===== config.mk =====
export PLATFORM = sky130hd
export DESIGN_NAME = sqrt_req_arbiter
export DESIGN_NICKNAME = d
export VERILOG_FILES = /design/src/rtl/sqrt_pkg.sv /design/src/rtl/sqrt_req_arbiter_rr_picker.sv /design/src/rtl/sqrt_req_arbiter.sv
export SDC_FILE = /design/constraint.sdc
export NUM_CORES = 1
export LEC_CHECK = 0
export BUFFER_PORTS_ARGS = -buffer_cell sky130_fd_sc_hd__buf_2
export CORE_ASPECT_RATIO = 1.75
export CORE_MARGIN = 4
export CORE_UTILIZATION = 44
export CTS_BUF_LIST = sky130_fd_sc_hd__clkbuf_16
export DETAILED_ROUTE_END_ITERATION = 10
export HOLD_SLACK_MARGIN = 0.1
export PLACE_DENSITY = 0.81
export REMOVE_ABC_BUFFERS = 1
export SYNTH_ARGS = -nofsm -noshare
export SYNTH_HDL_FRONTEND = slang
export SYNTH_SLANG_ARGS = --single-unit

===== constraint.sdc =====
create_clock -name clk -period 3.6 [get_ports clk]
set_input_delay 1.08 -clock clk [delete_from_list [all_inputs] [get_ports clk]]
set_output_delay 1.08 -clock clk [all_outputs]
set_load 0.01 [all_outputs]

===== src/rtl/sqrt_pkg.sv =====
// Shared types and constants for the shared square-root engine arbiter.
// Number format is 16-bit {sign, exp[7:0], mant[6:0]}.
package sqrt_pkg;

    typedef enum logic [2:0] {
        IDLE,
        START,
        WAIT,
        RESP,
        COOL
    } state_t;

    localparam int SIGN_BIT = 15;
    localparam int EXP_MSB  = 14;
    localparam int EXP_LSB  = 7;
    localparam int MANT_W   = 7;
    localparam int EXP_W    = EXP_MSB - EXP_LSB + 1;
    localparam int FP_W     = 1 + EXP_W + MANT_W;

    localparam logic [FP_W-1:0] QNAN     = 16'h7FC0;
    localparam logic [FP_W-1:0] POS_ZERO = 16'h0000;
    localparam logic [FP_W-1:0] NEG_ZERO = 16'h8000;

    typedef enum logic [1:0] {
        CLS_POS_ZERO,
        CLS_NEG_ZERO,
        CLS_NEGATIVE,
        CLS_ENGINE
    } op_class_t;

    // Zero and denormal operands keep their sign; any other negative value is invalid.
    function automatic op_class_t classify(input logic sign, input logic [EXP_W-1:0] exp);
        if (exp == '0) begin
            return sign ? CLS_NEG_ZERO : CLS_POS_ZERO;
        end
        if (sign) begin
            return CLS_NEGATIVE;
        end
        return CLS_ENGINE;
    endfunction

endpackage


===== src/rtl/sqrt_req_arbiter_rr_picker.sv =====
// Combinational round-robin picker: first requester at or after last_grant+1,
// wrapping around, as a one-hot grant plus its index.
module rr_picker #(
    parameter int N_REQ = 4,
    parameter int ID_W  = $clog2(N_REQ)
) (
    input  logic [N_REQ-1:0] req,
    input  logic [ID_W-1:0]  last_grant,
    output logic [N_REQ-1:0] grant,
    output logic [ID_W-1:0]  grant_idx,
    output logic             any
);

    localparam logic [ID_W:0] N_L = (ID_W + 1)'(N_REQ);

    logic [ID_W-1:0]  cand_idx  [N_REQ];
    logic [N_REQ-1:0] cand_req;
    logic [N_REQ-1:0] first;
    logic [N_REQ-1:0] grant_acc [N_REQ];
    logic [ID_W-1:0]  idx_acc   [N_REQ];

    // Candidate gi is the requester gi+1 positions after the last grant.
    for (genvar gi = 0; gi < N_REQ; gi++) begin : g_cand
        logic [ID_W:0] sum;
        assign sum          = {1'b0, last_grant} + (ID_W + 1)'(gi + 1);
        assign cand_idx[gi] = (sum >= N_L) ? ID_W'(sum - N_L) : ID_W'(sum);
        assign cand_req[gi] = req[cand_idx[gi]];

        if (gi == 0) begin : g_head
            assign first[gi]     = cand_req[gi];
            assign grant_acc[gi] = first[gi] ? (N_REQ'(1) << cand_idx[gi]) : '0;
            assign idx_acc[gi]   = first[gi] ? cand_idx[gi] : '0;
        end else begin : g_tail
            assign first[gi]     = cand_req[gi] & ~|cand_req[gi-1:0];
            assign grant_acc[gi] = grant_acc[gi-1] |
                                   (first[gi] ? (N_REQ'(1) << cand_idx[gi]) : '0);
            assign idx_acc[gi]   = idx_acc[gi-1] | (first[gi] ? cand_idx[gi] : '0);
        end
    end

    assign grant     = grant_acc[N_REQ-1];
    assign grant_idx = idx_acc[N_REQ-1];
    assign any       = |req;

endmodule


===== src/rtl/sqrt_req_arbiter.sv =====
// Shares one sqrt engine between N_REQ requesters: round-robin grant, trivial
// operand bypass, completion watchdog and a tagged valid/ready response.
module sqrt_req_arbiter
    import sqrt_pkg::*;
#(
    parameter int N_REQ   = 4,
    parameter int TIMEOUT = 15,
    parameter int ID_W    = $clog2(N_REQ)
) (
    input  logic                    clk,
    input  logic                    rst,
    input  logic [N_REQ-1:0]        req_valid,
    input  logic [N_REQ*FP_W-1:0]   req_data,
    output logic [N_REQ-1:0]        req_ready,
    output logic                    rsp_valid,
    input  logic                    rsp_ready,
    output logic [ID_W-1:0]         rsp_id,
    output logic [FP_W-1:0]         rsp_data,
    output logic                    rsp_error,
    output logic                    rsp_timeout,
    output logic                    eng_start,
    output logic [FP_W-1:0]         eng_num,
    input  logic [FP_W-1:0]         eng_num_o,
    input  logic                    eng_valid,
    input  logic                    eng_error,
    output logic                    eng_rst,
    output logic                    busy
);

    localparam int              TMR_W    = $clog2(TIMEOUT + 1);
    localparam logic [TMR_W-1:0] TMR_LAST = TMR_W'(TIMEOUT - 1);

    state_t            state_reg, state_next;
    logic [ID_W-1:0]   last_grant_reg;
    logic [ID_W-1:0]   id_reg;
    logic [FP_W-1:0]   operand_reg;
    logic [FP_W-1:0]   rsp_data_reg;
    logic              rsp_error_reg;
    logic              rsp_timeout_reg;
    logic [TMR_W-1:0]  timer_reg;

    logic [N_REQ-1:0]  grant;
    logic [ID_W-1:0]   grant_idx;
    logic              grant_any;
    logic [FP_W-1:0]   req_word [N_REQ];
    logic [FP_W-1:0]   sel_op;
    op_class_t         sel_class;
    logic              accept;
    logic              in_wait;
    logic              timer_expired;
    logic              abort;

    rr_picker #(
        .N_REQ (N_REQ),
        .ID_W  (ID_W)
    ) u_picker (
        .req        (req_valid),
        .last_grant (last_grant_reg),
        .grant      (grant),
        .grant_idx  (grant_idx),
        .any        (grant_any)
    );

    for (genvar gi = 0; gi < N_REQ; gi++) begin : g_word
        assign req_word[gi] = req_data[FP_W*gi +: FP_W];
    end

    assign sel_op        = req_word[grant_idx];
    assign sel_class     = classify(sel_op[SIGN_BIT], sel_op[EXP_MSB:EXP_LSB]);
    assign accept        = (state_reg == IDLE) && grant_any;
    assign in_wait       = (state_reg == WAIT);
    assign timer_expired = in_wait && (timer_reg == TMR_LAST);
    // A completion pulse on the last allowed cycle still counts as on time.
    assign abort         = timer_expired && !eng_valid && !eng_error;

    always_ff @(posedge clk) begin
        if (rst) begin
            state_reg <= IDLE;
        end else begin
            state_reg <= state_next;
        end
    end

    always_comb begin
        state_next = state_reg;
        unique case (state_reg)
            IDLE: begin
                if (grant_any) begin
                    state_next = (sel_class == CLS_ENGINE) ? START : RESP;
                end
            end
            START: state_next = WAIT;
            WAIT: begin
                if (eng_error || eng_valid || timer_expired) begin
                    state_next = RESP;
                end
            end
            RESP: begin
                if (rsp_ready) begin
                    state_next = COOL;
                end
            end
            COOL:    state_next = IDLE;
            default: state_next = IDLE;
        endcase
    end

    always_comb begin
        req_ready = (accept && !rst) ? grant : '0;
        rsp_valid = (state_reg == RESP);
        eng_start = (state_reg == START);
        busy      = (state_reg != IDLE);
        eng_rst   = rst || abort;
    end

    assign rsp_id      = id_reg;
    assign rsp_data    = rsp_data_reg;
    assign rsp_error   = rsp_error_reg;
    assign rsp_timeout = rsp_timeout_reg;
    assign eng_num     = operand_reg;

    always_ff @(posedge clk) begin
        if (rst) begin
            last_grant_reg  <= ID_W'(N_REQ - 1);
            id_reg          <= '0;
            operand_reg     <= '0;
            rsp_data_reg    <= '0;
            rsp_error_reg   <= 1'b0;
            rsp_timeout_reg <= 1'b0;
            timer_reg       <= '0;
        end else begin
            case (state_reg)
                IDLE: begin
                    if (grant_any) begin
                        last_grant_reg <= grant_idx;
                        id_reg         <= grant_idx;
                        operand_reg    <= sel_op;
                        case (sel_class)
                            CLS_POS_ZERO: rsp_data_reg <= POS_ZERO;
                            CLS_NEG_ZERO: rsp_data_reg <= NEG_ZERO;
                            CLS_NEGATIVE: begin
                                rsp_data_reg  <= QNAN;
                                rsp_error_reg <= 1'b1;
                            end
                            default: ;
                        endcase
                    end
                end
                START: timer_reg <= '0;
                WAIT: begin
                    timer_reg <= timer_reg + 1'b1;
                    if (eng_error) begin
                        rsp_data_reg  <= QNAN;
                        rsp_error_reg <= 1'b1;
                    end else if (eng_valid) begin
                        rsp_data_reg <= eng_num_o;
                    end else if (timer_expired) begin
                        rsp_data_reg    <= QNAN;
                        rsp_timeout_reg <= 1'b1;
                    end
                end
                RESP: begin
                    if (rsp_ready) begin
                        rsp_error_reg   <= 1'b0;
                        rsp_timeout_reg <= 1'b0;
                    end
                end
                default: ;
            endcase
        end
    end

endmodule


=== Word-level counts from Yosys, hierarchy flattened ===
Index checks and enable logic that the tools add are counted.
W data, S select, Z words.

* Register bits: 45
* Bits in latches: 0
* Memory bits (writable): 0
* Bits in read-only memories: 0
* Input bits: 89
* Output and inout port bits: 44
* Word-level logic and storage cells: 140
* Memories kept: 0

* $add $sub $neg: 9
* Multipliers: 0
* Divide/modulo/power cells: 0
* Order comparisons: 9
* Eq/ne operators: 17
* Shift-type cells: 4
* Mux-type cells: 53
* Bitwise logic cells: 10
* Reductions and logical operators: 30

{| class="wikitable"
|+ Operator list
! operator !! count
|-
| $mux W16 || 6
|-
| $pmux W16 S3 || 1
|-
| $bmux W16 S2 || 1
|-
| $pmux W16 S2 || 1
|-
| $mux W2 || 13
|-
| $mux W4 || 5
|-
| $shl A1 B2 Y4 const A || 4
|-
| $ge A3 B3 Y1 const B || 5
|-
| $mux W1 || 15
|-
| $lt A2 B3 Y1 const B || 4
|-
| $or A4 B4 Y4 || 3
|-
| $pmux W3 S4 || 1
|-
| $reduce_and A5 Y1 || 2
|-
| $mux W3 || 3
|-
| $bmux W1 S2 || 4
|-
| $logic_not A8 Y1 || 1
|-
| $ne A2 B1 Y1 const B || 4
|-
| $ne A2 B2 Y1 const B || 4
|-
| $pmux W4 S2 || 1
|-
| $sub A2 B1 Y2 const B || 4
|-
| $add A2 B2 Y3 const B || 2
|-
| $eq A3 B2 Y1 const B || 2
|-
| $logic_not A1 Y1 || 6
|-
| $or A2 B2 Y2 || 3
|-
| other kinds (25) || 37
|}

=== Depth between registers and ports, before layout ===
* Depth after elaboration: 24
* Depth in mapped cells: 14
* Mapped depth without buffers: 10

=== Hierarchy ===
Synthesis repeated with hierarchy kept, for this count alone.

* Cells, all modules: 326
* Area, all modules: 2904.0 um^2

{| class="wikitable"
|+ Modules (own cells, without submodules)
! module !! times used !! cells each !! area an instance (um^2) !! sequential area each (um^2)
|-
| sqrt_req_arbiter || 1 || 243 || 2278.4 || 900.9
|-
| rr_picker || 1 || 83 || 625.6 || 0.0
|}

=== Worst setup path after synthesis ===
No wires, ideal clock.

* Path type: input to output
* Start point: input req_valid[0]
* End point: output req_ready[0]
* Arrival: 2.566 ns
* Required time: 2.520 ns
* Slack: -0.046 ns
* Stages: 6
* Path buffers: 3
* Cell sequence: clkbuf_1 > clkbuf_1 > or4_1 > nand2_1 > clkbuf_1 > nor3_1

* Cells in the longest elaborated chain, start to end: 9
* Elaborated cells on any way between the ends: 27
* Those cells by class: mux (13); bitwise (6); reduce/logical (8)

{| class="wikitable"
|+ Ends and longest elaborated chain
! what !! RTL line !! text
|-
| start: declaration || sqrt_req_arbiter.sv:12 || <nowiki>input logic [N_REQ-1:0] req_valid,</nowiki>
|-
| $bmux W1 S2 || sqrt_req_arbiter_rr_picker.sv:27 || <nowiki>assign cand_req[gi] = req[cand_idx[gi]];</nowiki>
|-
| $mux W1 (not written as such) || sqrt_req_arbiter_rr_picker.sv:27 ||
|-
| $logic_not A1 Y1 / $reduce_or A2 Y1 (equally long branches) || sqrt_req_arbiter_rr_picker.sv:34 || <nowiki>assign first[gi] = cand_req[gi] & ~|cand_req[gi-1:0];</nowiki>
|-
| $and A1 B1 Y1 / $logic_not A1 Y1 (equally long branches) || sqrt_req_arbiter_rr_picker.sv:34 ||
|-
| $mux W4 / $and A1 B1 Y1 (equally long branches) || sqrt_req_arbiter_rr_picker.sv:36, sqrt_req_arbiter_rr_picker.sv:34 ||
|-
| $or A4 B4 Y4 / $mux W4 (equally long branches) || sqrt_req_arbiter_rr_picker.sv:35, sqrt_req_arbiter_rr_picker.sv:36 ||
|-
| $or A4 B4 Y4 (2 in series) || sqrt_req_arbiter_rr_picker.sv:35 || <nowiki>assign grant_acc[gi] = grant_acc[gi-1] |</nowiki>
|-
| $mux W4 * || sqrt_req_arbiter.sv:109 || <nowiki>req_ready = (accept && !rst) ? grant : '0;</nowiki>
|-
| end: declaration || sqrt_req_arbiter.sv:14 || <nowiki>output logic [N_REQ-1:0] req_ready,</nowiki>
|}

Mark *: on every way between the ends. The rest lies on a longest branch, timed or not. The select of a mux whose other input is x is not followed.

=== Worst setup path in the final report ===
* Start point: input req_valid[2]
* End point: output req_ready[2]

Same word-level chain as after synthesis.

==> summary.md <==
| Metric | Value |
|---|---|
| Violations in the final reports | `negative setup slack` |
| Synth cell types | `65` |
| Relative slew slack | `64.8%` |
| EDFF count, synth | `0` |
| Endpoints failing hold | `0` |
| Vias in the first global route | `3,552` |
| Place WS | `-0.180 ns` |
| # setup viols final | `4` |
| Final WS setup | `-0.105 ns` |
| Count leader, synth | `nor2_1` |
| Yosys top cell by area | `dfxtp_1` |
| CP startpoint | `req_valid[2]` |
| Mean Syn Cell Area | `8.15 µm²` |
| Leak pwr | `2.10 nW` |
| CTS root buffer | `clkbuf_16` |
| Worst-path fanout max | `5` |
| Chip Width | `73.4 µm` |
| Iteration-0 DRC Markers | `205` |
| Leading cell types by count after synthesis | `nor2_1, dfxtp_1, a21oi_1, nand2_1, mux2i_1` |
| Chip height | `122 µm` |
| Flop-to-flop setup slack | `0.20 ns` |
| Yosys reg bits | `45` |
| Max Cap Viol | `0` |
| Vias per cell | `5.70` |
| Hold Path Class | `reg2reg` |
| Primary FF master, synth | `dfxtp_1` |
| H-tree levels | `2` |
| Max rail drop VDD | `330 µV` |
| Fill cells | `628` |
| Post-DP HPWL | `7.83 mm` |
| Crit path launch type | `input pin` |
| Worst-case clock buffer depth | `2` |
| Outcome | `finished, violations left` |
| Post-layout util | `62.1%` |
| Actual slew at the worst max-slew pin | `0.526 ns` |
| Fmax | `0.270 GHz` |
| Buffers on Ports | `132` |
| DRC | `0` |
| Req. time, crit path | `2.52 ns` |
| Final Wtd Congestion | `0.941` |
| Mapped cell area | `3290 µm²` |
| Antenna diodes | `0` |
| TNS Setup | `-0.314 ns` |
| Hold_buf cts | `0` |
| Cell depth of the worst flop-to-flop path | `13` |
| Fraction of layout cells with a size suffix above 1 | `40.9%` |
| Clock latency on the worst-skew pair | `0.29 ns` |
| Cell area power density | `625 nW/µm²` |
| Area contributors post-synth | `dfxtp_1, mux2i_1, nor2_1, a211oi_1, a21oi_1` |
| Clk slew on worst S/H paths | `0.07 ns` |
| First-pass detailed-route iteration total | `4` |
| Setup crit end kind | `primary output` |
| GRT Util Overall | `22.0%` |
| TritonCTS clock tree | `done` |
| Yosys warns | `0` |
| Grt total ovfl | `0` |
| Nets | `648` |
| Drt wl/cell | `16.0 µm` |
| Arrival time at the worst endpoint | `2.63 ns` |
| Worst Clk Skew | `0.00669 ns` |
| Cells after Synth | `404` |
| Worst r2r src | `last_grant_reg[1]` |
| Clock sink count | `45` |
| RR Endpoint | `rsp_data[13]` |
| RSZ-0062 raised after global routing | `yes` |
| Min Tclk post-route | `3.71 ns` |
| I/O pins | `133` |
| Area growth syn-to-layout | `36.4%` |
| Routed Antenna Nets | `0` |
| Period Utilization, post-route | `103%` |
| Yosys top cell area share | `27.3%` |
| Crit Path Class | `in2out` |
| DIE AREA | `8990 µm²` |
| Hold path cells | `2` |
| Async SR Flop Fraction | `0%` |
| Initial antenna violation count | `0` |
| Start point of the worst hold path | `eng_num[9]` |
| First-pass GRT wire length | `16.0 mm` |
| Core area | `7230 µm²` |
| Hold path endpoint | `eng_num[9]` |
| Maximum number of pins on one net before global-route repair | `46` |
| Routed Wire Length | `10.2 mm` |
| Clock buffer count from CTS | `5` |
| Routed vias | `3,640` |
| Post-synthesis sequential area ratio | `27.3%` |
| Std cell rows | `41` |
| Fin. max-slew vios | `0` |
| Initial core utilization | `45.5%` |
## per-layer routing
metal	track usage, %	part of all wire, %
met1	25.3	39
met2	40.1	53
met3	3.28	5.5
met4	8.05	2.6
met5	0	0
## layout make-up
class	count	area (µm²)	area share, %
sequential	45	901	20.0
multi-input combinational	306	2210	49.3
tap	86	108	2.39
clock buffer	5	125	2.78
clock inverter	3	28.8	0.640
inverter	20	75.1	1.67
timing repair buffer	174	1040	23.2
## power by group
part / switching (mW) / leakage [nW] / internal, mW / total, mW
registers: 0.0717 / 0.370 / 0.613 / 0.684
logic: 0.889 / 1.66 / 0.749 / 1.64
clock network: 0.219 / 0.0767 / 0.268 / 0.487
total: 1.18 / 2.10 / 1.63 / 2.81
## layout by cell type (no fill, tap or decap), types with 4 or more instances in the layout
| master | synthesis | final |
|---|---|---|
| o32ai_2 | 4 | 4 |
| or4_1 | 5 | 5 |
| o32ai_1 | 9 | 8 |
| a221oi_2 | 0 | 4 |
| buf_2 | 9 | 130 |
| mux2_2 | 6 | 6 |
| mux2i_1 | 21 | 21 |
| o21ai_0 | 5 | 4 |
| buf_12 | 0 | 4 |
| a21oi_1 | 29 | 28 |
| nor3_1 | 20 | 18 |
| nor2_1 | 55 | 54 |
| nand2b_1 | 8 | 8 |
| buf_4 | 0 | 37 |
| o21ai_2 | 6 | 6 |
| dfxtp_1 | 45 | 45 |
| ha_1 | 7 | 6 |
| inv_1 | 20 | 20 |
| a211oi_1 | 20 | 20 |
| nand2_1 | 28 | 28 |
| clkbuf_16 | 0 | 5 |
| and2_1 | 11 | 11 |
| and3_1 | 5 | 5 |
## through the flow
stage | hold WS, ns | power (mW) | area [µm²] | cells
after floorplan | 0.433 | 1.65 | 3120 | 371
after global placement | 0.444 | 2.22 | 4230 | 625
after detailed placement | 0.449 | 2.26 | 4230 | 625
after CTS | 0.458 | 2.78 | 4440 | 637
after global routing | 0.488 | 3.00 | 4490 | 639
final | 0.456 | 2.81 | 4490 | 639
## timing repair
action,CTS,global route
pin swaps,3,8
setup endpoints to repair,4,14
setup buffers,4,2
gates resized for setup,7,9
## critical path: stages
cell      delay [ns]
buf_6           0.10
buf_6           0.11
mux4_2          0.53
buf_4           0.17
a22oi_2         0.20
nor2_2          0.05
a221oi_2        0.20
nor3_2          0.05
buf_2           0.14
## kinds of logic after synthesis
group | synth area share [%]
xor gates and xnor gates | 0.266
and+or+nand+nor | 23.9
DFF | 27.3
muxes | 10.9
adders and majority gates | 2.66
AOI/OAI and AO/OA | 27.3
buffers and inverters | 7.67
## worst max path at each step
stage | endpoint | depth (start not counted)
4_1_cts | req_ready[2] | 9
3_5_place_dp | req_ready[0] | 10
3_3_place_gp | req_ready[3] | 10
2_1_floorplan | rsp_data[10] | 8
6_report | req_ready[2] | 9
5_1_grt | req_ready[2] | 9
No activity file was read; power rests on OpenSTA's default activity.
